--- src/rtl/mini_alu_exec_pkg.sv ---
// Shared opcode encoding, multiplier FSM states and opcode helpers for the
// MiniAlu execution unit.
package mini_alu_exec_pkg;

   localparam int OP_W = 4;

   localparam logic [OP_W-1:0] OP_NOP  = 4'd0;
   localparam logic [OP_W-1:0] OP_ADD  = 4'd1;
   localparam logic [OP_W-1:0] OP_SUB  = 4'd2;
   localparam logic [OP_W-1:0] OP_AND  = 4'd3;
   localparam logic [OP_W-1:0] OP_OR   = 4'd4;
   localparam logic [OP_W-1:0] OP_XOR  = 4'd5;
   localparam logic [OP_W-1:0] OP_MUL  = 4'd6;
   localparam logic [OP_W-1:0] OP_SMUL = 4'd7;

   typedef enum logic [1:0] {
      ST_IDLE,
      ST_MUL,
      ST_FIX
   } mul_state_e;

   function automatic logic is_mul(input logic [OP_W-1:0] op);
      return (op == OP_MUL) || (op == OP_SMUL);
   endfunction

endpackage

--- src/rtl/seq_multiplier.sv ---
// Iterative shift-add multiplier: WIDTH add/shift iterations followed by one
// FIX cycle that applies the sign of a signed multiply.
module seq_multiplier
   import mini_alu_exec_pkg::*;
#(
   parameter int WIDTH = 16
) (
   input  logic                 Clock,
   input  logic                 Reset,
   input  logic                 start,
   input  logic [WIDTH-1:0]     iA,
   input  logic [WIDTH-1:0]     iB,
   input  logic                 iSigned,
   output logic                 oBusy,
   output logic                 oDone,
   output logic [2*WIDTH-1:0]   oProduct
);

   localparam int CNT_W = $clog2(WIDTH + 1);

   mul_state_e                state_q;
   logic [CNT_W-1:0]          cnt_q;
   logic [2*WIDTH-1:0]        mcand_q;
   logic [2*WIDTH-1:0]        acc_q;
   logic [WIDTH-1:0]          mplier_q;
   logic                      neg_q;

   logic signed [WIDTH-1:0]   a_s, b_s, a_neg, b_neg;
   logic [WIDTH-1:0]          a_mag, b_mag;

   // The most negative operand negates to itself, which read unsigned is
   // exactly its magnitude.
   always_comb begin
      a_s   = iA;
      b_s   = iB;
      a_neg = -a_s;
      b_neg = -b_s;
      a_mag = (iSigned && a_s[WIDTH-1]) ? $unsigned(a_neg) : iA;
      b_mag = (iSigned && b_s[WIDTH-1]) ? $unsigned(b_neg) : iB;
   end

   always_ff @(posedge Clock or negedge Reset) begin
      if (!Reset) begin
         state_q  <= ST_IDLE;
         cnt_q    <= '0;
         mcand_q  <= '0;
         acc_q    <= '0;
         mplier_q <= '0;
         neg_q    <= 1'b0;
      end else begin
         case (state_q)
            ST_IDLE: begin
               if (start) begin
                  state_q  <= ST_MUL;
                  cnt_q    <= CNT_W'(WIDTH - 1);
                  mcand_q  <= {{WIDTH{1'b0}}, a_mag};
                  mplier_q <= b_mag;
                  acc_q    <= '0;
                  neg_q    <= iSigned & (iA[WIDTH-1] ^ iB[WIDTH-1]);
               end
            end
            ST_MUL: begin
               if (mplier_q[0]) begin
                  acc_q <= acc_q + mcand_q;
               end
               mcand_q  <= mcand_q << 1;
               mplier_q <= mplier_q >> 1;
               if (cnt_q == '0) begin
                  state_q <= ST_FIX;
               end else begin
                  cnt_q <= cnt_q - CNT_W'(1);
               end
            end
            ST_FIX:  state_q <= ST_IDLE;
            default: state_q <= ST_IDLE;
         endcase
      end
   end

   assign oBusy    = (state_q != ST_IDLE);
   assign oDone    = (state_q == ST_FIX);
   assign oProduct = neg_q ? -acc_q : acc_q;

endmodule

--- src/rtl/mini_alu_exec.sv ---
// Registered, handshaked MiniAlu execution unit: one-cycle add/sub/logic ops
// and a multi-cycle multiplier sharing one result and flag register set.
module mini_alu_exec
   import mini_alu_exec_pkg::*;
#(
   parameter int WIDTH  = 16,
   parameter int ADDR_W = 8
) (
   input  logic                 Clock,
   input  logic                 Reset,
   input  logic                 iValid,
   output logic                 oReady,
   input  logic [OP_W-1:0]      iOperation,
   input  logic [WIDTH-1:0]     iSourceData0,
   input  logic [WIDTH-1:0]     iSourceData1,
   input  logic [ADDR_W-1:0]    iDestination,
   output logic                 oResultValid,
   output logic [2*WIDTH-1:0]   oResult,
   output logic                 oWide,
   output logic [ADDR_W-1:0]    oDestination,
   output logic                 oZero,
   output logic                 oNegative,
   output logic                 oCarry,
   output logic                 oIllegal
);

   logic                 accept;
   logic                 mul_busy, mul_done;
   logic [2*WIDTH-1:0]   mul_prod;
   logic [WIDTH:0]       alu_res_d;
   logic                 alu_hit, alu_carry;

   logic                 valid_q, wide_q, zero_q, neg_q, carry_q, illegal_q;
   logic [2*WIDTH-1:0]   result_q;
   logic [ADDR_W-1:0]    dest_q, pend_dest_q;

   assign oReady = ~mul_busy;
   assign accept = iValid && oReady;

   seq_multiplier #(.WIDTH(WIDTH)) u_mul (
      .Clock    (Clock),
      .Reset    (Reset),
      .start    (accept && is_mul(iOperation)),
      .iA       (iSourceData0),
      .iB       (iSourceData1),
      .iSigned  (iOperation == OP_SMUL),
      .oBusy    (mul_busy),
      .oDone    (mul_done),
      .oProduct (mul_prod)
   );

   // Single-cycle ops are evaluated one bit wider so bit WIDTH is carry/borrow.
   always_comb begin
      alu_res_d = '0;
      alu_hit   = 1'b1;
      alu_carry = 1'b0;
      case (iOperation)
         OP_ADD: begin
            alu_res_d = {1'b0, iSourceData0} + {1'b0, iSourceData1};
            alu_carry = alu_res_d[WIDTH];
         end
         OP_SUB: begin
            alu_res_d = {1'b0, iSourceData1} - {1'b0, iSourceData0};
            alu_carry = alu_res_d[WIDTH];
         end
         OP_AND:  alu_res_d = {1'b0, iSourceData0 & iSourceData1};
         OP_OR:   alu_res_d = {1'b0, iSourceData0 | iSourceData1};
         OP_XOR:  alu_res_d = {1'b0, iSourceData0 ^ iSourceData1};
         default: alu_hit   = 1'b0;
      endcase
   end

   // accept and mul_done never coincide: the unit is not ready during FIX.
   always_ff @(posedge Clock or negedge Reset) begin
      if (!Reset) begin
         valid_q     <= 1'b0;
         illegal_q   <= 1'b0;
         result_q    <= '0;
         wide_q      <= 1'b0;
         dest_q      <= '0;
         pend_dest_q <= '0;
         zero_q      <= 1'b0;
         neg_q       <= 1'b0;
         carry_q     <= 1'b0;
      end else begin
         valid_q   <= 1'b0;
         illegal_q <= accept & iOperation[OP_W-1];
         if (accept && is_mul(iOperation)) begin
            pend_dest_q <= iDestination;
         end
         if (accept && alu_hit) begin
            valid_q  <= 1'b1;
            result_q <= {{WIDTH{1'b0}}, alu_res_d[WIDTH-1:0]};
            wide_q   <= 1'b0;
            dest_q   <= iDestination;
            zero_q   <= (alu_res_d[WIDTH-1:0] == '0);
            neg_q    <= alu_res_d[WIDTH-1];
            carry_q  <= alu_carry;
         end else if (mul_done) begin
            valid_q  <= 1'b1;
            result_q <= mul_prod;
            wide_q   <= 1'b1;
            dest_q   <= pend_dest_q;
            zero_q   <= (mul_prod == '0);
            neg_q    <= mul_prod[2*WIDTH-1];
            carry_q  <= 1'b0;
         end
      end
   end

   assign oResultValid = valid_q;
   assign oResult      = result_q;
   assign oWide        = wide_q;
   assign oDestination = dest_q;
   assign oZero        = zero_q;
   assign oNegative    = neg_q;
   assign oCarry       = carry_q;
   assign oIllegal     = illegal_q;

endmodule

--- config.mk ---
export PLATFORM = sky130hd
export DESIGN_NAME = mini_alu_exec
export DESIGN_NICKNAME = d
export VERILOG_FILES = /design/src/rtl/mini_alu_exec_pkg.sv /design/src/rtl/seq_multiplier.sv /design/src/rtl/mini_alu_exec.sv
export SDC_FILE = /design/constraint.sdc
export NUM_CORES = 1
export LEC_CHECK = 0
export ABC_AREA = 0
export BUFFER_PORTS_ARGS = -buffer_cell sky130_fd_sc_hd__clkbuf_2
export CAP_MARGIN = 10
export CORE_MARGIN = 10
export CORE_UTILIZATION = 30
export DETAILED_ROUTE_END_ITERATION = 12
export GPL_TIMING_DRIVEN = 0
export MAX_ROUTING_LAYER = met4
export PLACE_DENSITY = 0.55
export REMOVE_ABC_BUFFERS = 1
export SETUP_SLACK_MARGIN = 0.3
export SLEW_MARGIN = 20
export SYNTH_ARGS = -nofsm -noshare
export SYNTH_HDL_FRONTEND = slang
export SYNTH_SLANG_ARGS = --single-unit
--- constraint.sdc ---
create_clock -name Clock -period 2.8 [get_ports Clock]
set_input_delay 0.28 -clock Clock [delete_from_list [all_inputs] [get_ports Clock]]
set_output_delay 0.28 -clock Clock [all_outputs]
set_load 0.02 [all_outputs]
# After elaboration in Yosys (flattened, before gate mapping)
# Index checks and enable logic that the tools add are counted.
[word_totals] register_bits=142 input_bits=47 out_inout_bits=47
[classes] add_sub_neg=7 n_eq_ne=13 mux=33 n_bitwise=7 n_reduce_logical=19
[ops] operator="32-bit 2-to-1 mux" n=6
[ops] operator="32-bit case mux with 2 select lines" n=2
[ops] operator="16-bit case mux with 5 select lines" n=1
[ops] operator="16-bit 2-to-1 mux" n=3
[ops] operator="32-bit adder" n=1
[ops] operator="32-bit logical NOT" n=1
[ops] operator="16-bit negation" n=2
[ops] operator="32-bit negation" n=1
[ops] operator="16-bit case mux with 2 select lines" n=1
[ops] operator="16-bit by 16-bit adder with 17-bit output" n=1
[ops] operator="16-bit by 16-bit subtractor with 17-bit output" n=1
[ops] operator="16-bit AND" n=1
[ops] operator="4-bit by 3-bit equality test with 1-bit output (second input constant)" n=4
[ops] operator="16-bit logical NOT" n=1
[ops] operator="8-bit 2-to-1 mux" n=2
[ops] operator="16-bit bitwise OR" n=1
[ops] operator="16-bit XOR" n=1
[ops] operator="1-bit 2-to-1 mux" n=11
[ops] operator="5-bit 2-to-1 mux" n=2
[ops] operator="5-bit case mux with 2 select lines" n=1
[ops] operator="4-bit by 2-bit equality test with 1-bit output (second input constant)" n=2
[ops] operator="2-bit by 1-bit != test with 1-bit output (second input constant)" n=3
[ops] operator="2-bit AND reduction" n=3
[ops] operator="3-bit AND reduction" n=2
[ops] operator="other kinds (17)" n=25

# Depth between registers and ports, before layout
[logic_depth] word_depth=6 mapped_depth=13

# Modules after synthesis
# Synthesis repeated with hierarchy kept, for this count alone.
[unflattened] cells_unflattened=1309 area_unflattened_um2=11182.0
[by_module_without_submodules] module="seq_multiplier" instances=1 cells_per_inst=725 area_per_inst_um2=6259.8 seq_area_each_um2=2202.1
[by_module_without_submodules] module="mini_alu_exec" instances=1 cells_per_inst=584 area_per_inst_um2=4922.2 seq_area_each_um2=1351.3

# Worst setup path before layout
# OpenSTA, ideal clock, no wires.
[synth_timing] path_type="flip-flop to flip-flop" from="reg u_mul.acc_q[1]" to="reg u_mul.acc_q[25]" setup_time_ns=0.133 arrival_time_ns=2.664 t_required_ns=2.667 setup_slack_ns=0.003 path_stages_with_launch=11 n_path_buf=0 cell_sequence="dfrtp_1 -> ha_1 -> a21o_1 -> a21o_1 -> a2111oi_0 -> o31ai_1 -> o31ai_2 -> o21ai_0 -> a311oi_1 -> xor2_1 -> o21ai_0"
[synth_via] elab_chain_cells=3
[synth_rtl] element="from (decl)" line="seq_multiplier.sv:24" source="logic [2*WIDTH-1:0] acc_q;"
[synth_rtl] element="from (signal assigned)" line="seq_multiplier.sv:64" source="acc_q <= acc_q + mcand_q;"
[synth_rtl] element="32-bit adder" line="seq_multiplier.sv:64"
[synth_rtl] element="32-bit 2-to-1 mux" line="seq_multiplier.sv:63" source="if (mplier_q[0]) begin"
[synth_rtl] element="32-bit case mux with 2 select lines" line="seq_multiplier.sv:51" source="case (state_q)"
# Every way passes these cells. The select of a mux whose other input is x is not followed.
# A chain may end at the register's enable or synchronous reset.

# Worst setup path after layout
[layout_timing] from="reg u_mul.acc_q[6]" to="reg zero_q (netlist: oZero)"
[layout_via] elab_chain_cells=5
[layout_rtl] element="32-bit negation" line="seq_multiplier.sv:82" source="assign oProduct = neg_q ? -acc_q : acc_q;"
[layout_rtl] element="32-bit 2-to-1 mux (*)" line="seq_multiplier.sv:82"
[layout_rtl] element="32-bit logical NOT (*)" line="mini_alu_exec.sv:104" source="zero_q <= (mul_prod == '0);"
[layout_rtl] element="1-bit 2-to-1 mux (*)" line="mini_alu_exec.sv:99" source="end else if (mul_done) begin"
[layout_rtl] element="1-bit 2-to-1 mux (*)" line="mini_alu_exec.sv:91" source="if (accept && alu_hit) begin"
[layout_rtl] element="to (signal assigned)" line="mini_alu_exec.sv:96" source="zero_q <= (alu_res_d[WIDTH-1:0] == '0);"
[layout_rtl] element="to (signal assigned)" line="mini_alu_exec.sv:104"
[layout_rtl] element="to (decl)" line="mini_alu_exec.sv:33" source="logic valid_q, wide_q, zero_q, neg_q, carry_q, illegal_q;"
# Every way passes the cells marked *; elsewhere a longest branch is shown, timed or not. The select of a mux whose other input is x is not followed.

==> reports/qor.yml <==
failed_checks: "negative setup slack"
rsz0062_at_grt: "true"
critPathRequiredTime_ps: 3150
yosysSeqAreaShare: 0.317
syn_inst: 1364
drc_errors: 0
holdWs_ps: 62.2
grt_use_total: 0.171
power.density_nw_per_um2: 863
cts_tree: "yes"
slowest_delay_ps: 580
clock-root-buffer: "clkbuf_16"
critPathLaunchType: "flop"
dr.pass1.iters: 6
core_um2: 36800
min_path_cells: 3
die_w_um: 213
io_pins: 94
critPathMaxFanout: 6
grt_max_degree: 75
die_area_um2: 45500
gp_congestion: 0.903
drive_gt1_frac: 0.309
maxCapViolCount: 0
grt_pass1_wl_um: 60200
critical_path.endpoint_type: "flop"
die_y_um: 213
reg2reg_from: "u_mul.acc_q[6]"
relSlewSlack: 0.347
crit_top_cell: "buf_6"
vias: 11195
clock.fmax_mhz: 357
combPwrFrac: 0.539
syn_to_final_growth_pct: 34.9
p_clk_frac: 0.179
fin_crit_sh: 1.00
path_clk_slew_ps: 60
postLayoutCoreUtil: 0.412
routed_wl_um: 39900
portBuffers: 93
r2r_cells: 12
critPathKind: "flop to flop"
crit_slowest_cell: "or4_4"
worst_ep_arrival_time_ps: 3150
syn_area_um2: 11200
synth_warnings: 0
start_util: 0.305
grt_pass1_vias: 10844
cts_buffer_depth: 2
synth_ff_type: "dfrtp_1"
cts.sinks: 142
switching_share: 0.443
pre_cts_ws_ps: -1280
synth_cell_types: 80
synth-edff-count: 0
power_leakage_nw: 6.64
ys_async_sr_fraction: 1.00
h-tree-depth: 4
fin_crit_ps: 2800
drt_iter0_markers: 826
place_hpwl_um: 27400
hold_path.class: "input pin to flop"
outcome: "finished, violations left"
worstMarginPinSlew_ps: 979
finalClockSkew_ps: 10.6
r2r_slack_ps: -4
fp-row-count: 70
drv_slew: 0
power_switching_w: 0.00578
nets: 1662
grt-ovfl-total: 0
tns_ps: -3.87
ys_ff_latch: 142
routed_via_density: 5.58
wire_per_inst_um: 19.8
internal-power_w: 0.00728
synth.avg_cell_area_um2: 8.23
hold_start: "iDestination[7]"
clkLatencyLatePin_ps: 430
antenna_found_initial: 3
pwr-share-seq: 0.282
path_cells: "or4_4 > buf_6 > nor3_4 > buf_6 > buf_4 > a31oi_2 > xnor2_1 > and3_1 > nand4_1 > nor4_2 > a22oi_1 > o21ai_1"
setup_ws_ps: -3.87
setup_violations: 1
cts_buffers: 17
vdd_ir_drop_max_v: 0.000548
finalHoldViolations: 0
hold_end: "pend_dest_q[7]"
ant_nets: 0
r2r-end: "oZero"
## cell usage after synthesis, drive strengths merged (9+ instances only)
cell / count / area share
nand2: 183 / 0.061
dfrtp: 142 / 0.32
o21ai: 120 / 0.054
ha: 88 / 0.098
nor2: 87 / 0.029
clkbuf: 67 / 0.023
a21oi: 65 / 0.029
inv: 62 / 0.021
nand3: 58 / 0.026
xnor2: 52 / 0.041
a22oi: 45 / 0.030
xor2: 32 / 0.025
a21o: 28 / 0.019
nor3: 22 / 0.011
a211oi: 19 / 0.013
a31oi: 18 / 0.010
o31ai: 18 / 0.012
nand2b: 17 / 0.0095
or3: 15 / 0.0084
nor4: 14 / 0.0084
buf: 13 / 0.0048
o211ai: 13 / 0.0087
and3: 11 / 0.0061
mux2i: 11 / 0.0098
nor2b: 11 / 0.0061
a211o: 9 / 0.0070
o41ai: 9 / 0.0077
## placed cells by master, fill, tap and decap left out, types with 36 or more instances in the layout
| cell type | count |
|---|---|
| dfrtp_1 | 126 |
| a21oi_1 | 49 |
| nand3_1 | 52 |
| buf_4 | 99 |
| nor2_1 | 78 |
| inv_1 | 36 |
| ha_1 | 56 |
| clkbuf_2 | 74 |
| xnor2_1 | 46 |
| o21ai_0 | 95 |
| nand2_1 | 181 |
| a22oi_1 | 45 |
## metrics by stage
step | power (W) | std cells | cell area (um^2)
2_1_floorplan | 0.00699 | 1284 | 10900
3_3_place_gp | 0.00854 | 1845 | 12000
3_5_place_dp | 0.00876 | 1854 | 12200
4_1_cts | 0.0122 | 1941 | 14200
5_1_grt | 0.0139 | 2008 | 15100
6_report | 0.0131 | 2008 | 15100
## worst max-delay path by stage
stage | to | cells past startpoint | start | slack (ps)
after floorplan | u_mul.acc_q[18] | 4 | u_mul.state_q[1] | -1300
after global placement | u_mul.acc_q[18] | 4 | u_mul.state_q[1] | -3460
after detailed placement | oNegative | 12 | iSourceData1[2] | -1280
after CTS | oZero | 9 | u_mul.state_q[1] | 60
after global routing | oZero | 12 | u_mul.acc_q[6] | -140
final | oZero | 12 | u_mul.acc_q[6] | -4
## power groups by stage
stage / Sequential (W) / Combinational, W / Clock, W
final: 0.00368 / 0.00704 / 0.00234
after CTS: 0.00367 / 0.00619 / 0.00238
after global placement: 0.00362 / 0.00492 / 0
after detailed placement: 0.00365 / 0.00512 / 0
after floorplan: 0.00369 / 0.00330 / 0
after global routing: 0.00378 / 0.00766 / 0.00247
## logic make-up after synthesis
group           synth area share
compound gates             0.251
fa+ha+maj                  0.103
simple gates               0.203
mux                       0.0118
flops                      0.317
xor+xnor                  0.0656
buf+inv                   0.0482
## cell type report
| class | count | area, um^2 |
|---|---|---|
| flip-flops and latches | 142 | 3570 |
| clock buffers | 20 | 437 |
| diodes | 3 | 7.51 |
| fillers | 3648 | 21600 |
| inverters | 62 | 256 |
| multi-input cells | 1084 | 8470 |
| repair buffers | 217 | 1650 |
| well taps | 468 | 586 |
| clock inverters | 12 | 161 |
## repair_timing
action / in CTS / in global routing
setup endpoints to repair: 99 / 85
cloned: 1 / 3
endpoints found under the hold margin: 68 / 0
pin swaps: 70 / 87
hold buffers: 1 / 0
gates resized for setup: 205 / 147
buffers inserted: 53 / 61
## state kept, by name, indices dropped and copies added, names as in the netlist
register,cells
oCarry,1
oDestination,8
oIllegal,1
oNegative,1
oResult,32
oResultValid,1
oWide,1
oZero,1
pend_dest_q,8
u_mul.acc_q,32
u_mul.cnt_q,5
u_mul.mcand_q,32
u_mul.mplier_q,16
u_mul.neg_q,1
u_mul.state_q,2
## layer usage
metal	routed length [um]	global-route usage
met4	707	0.0430
met3	2270	0.0261
met1	17600	0.217
met5	0	-
met2	19300	0.279
## critical path, delay by kind of cell (launching register included)
family,cells,cell delay [ps]
AOI/OAI and AO/OA,3,290
xor gates and xnor gates,1,270
buffers and inverters,3,420
DFF,1,410
and+or+nand+nor,5,1340
No activity file was read; power rests on OpenSTA's default activity.
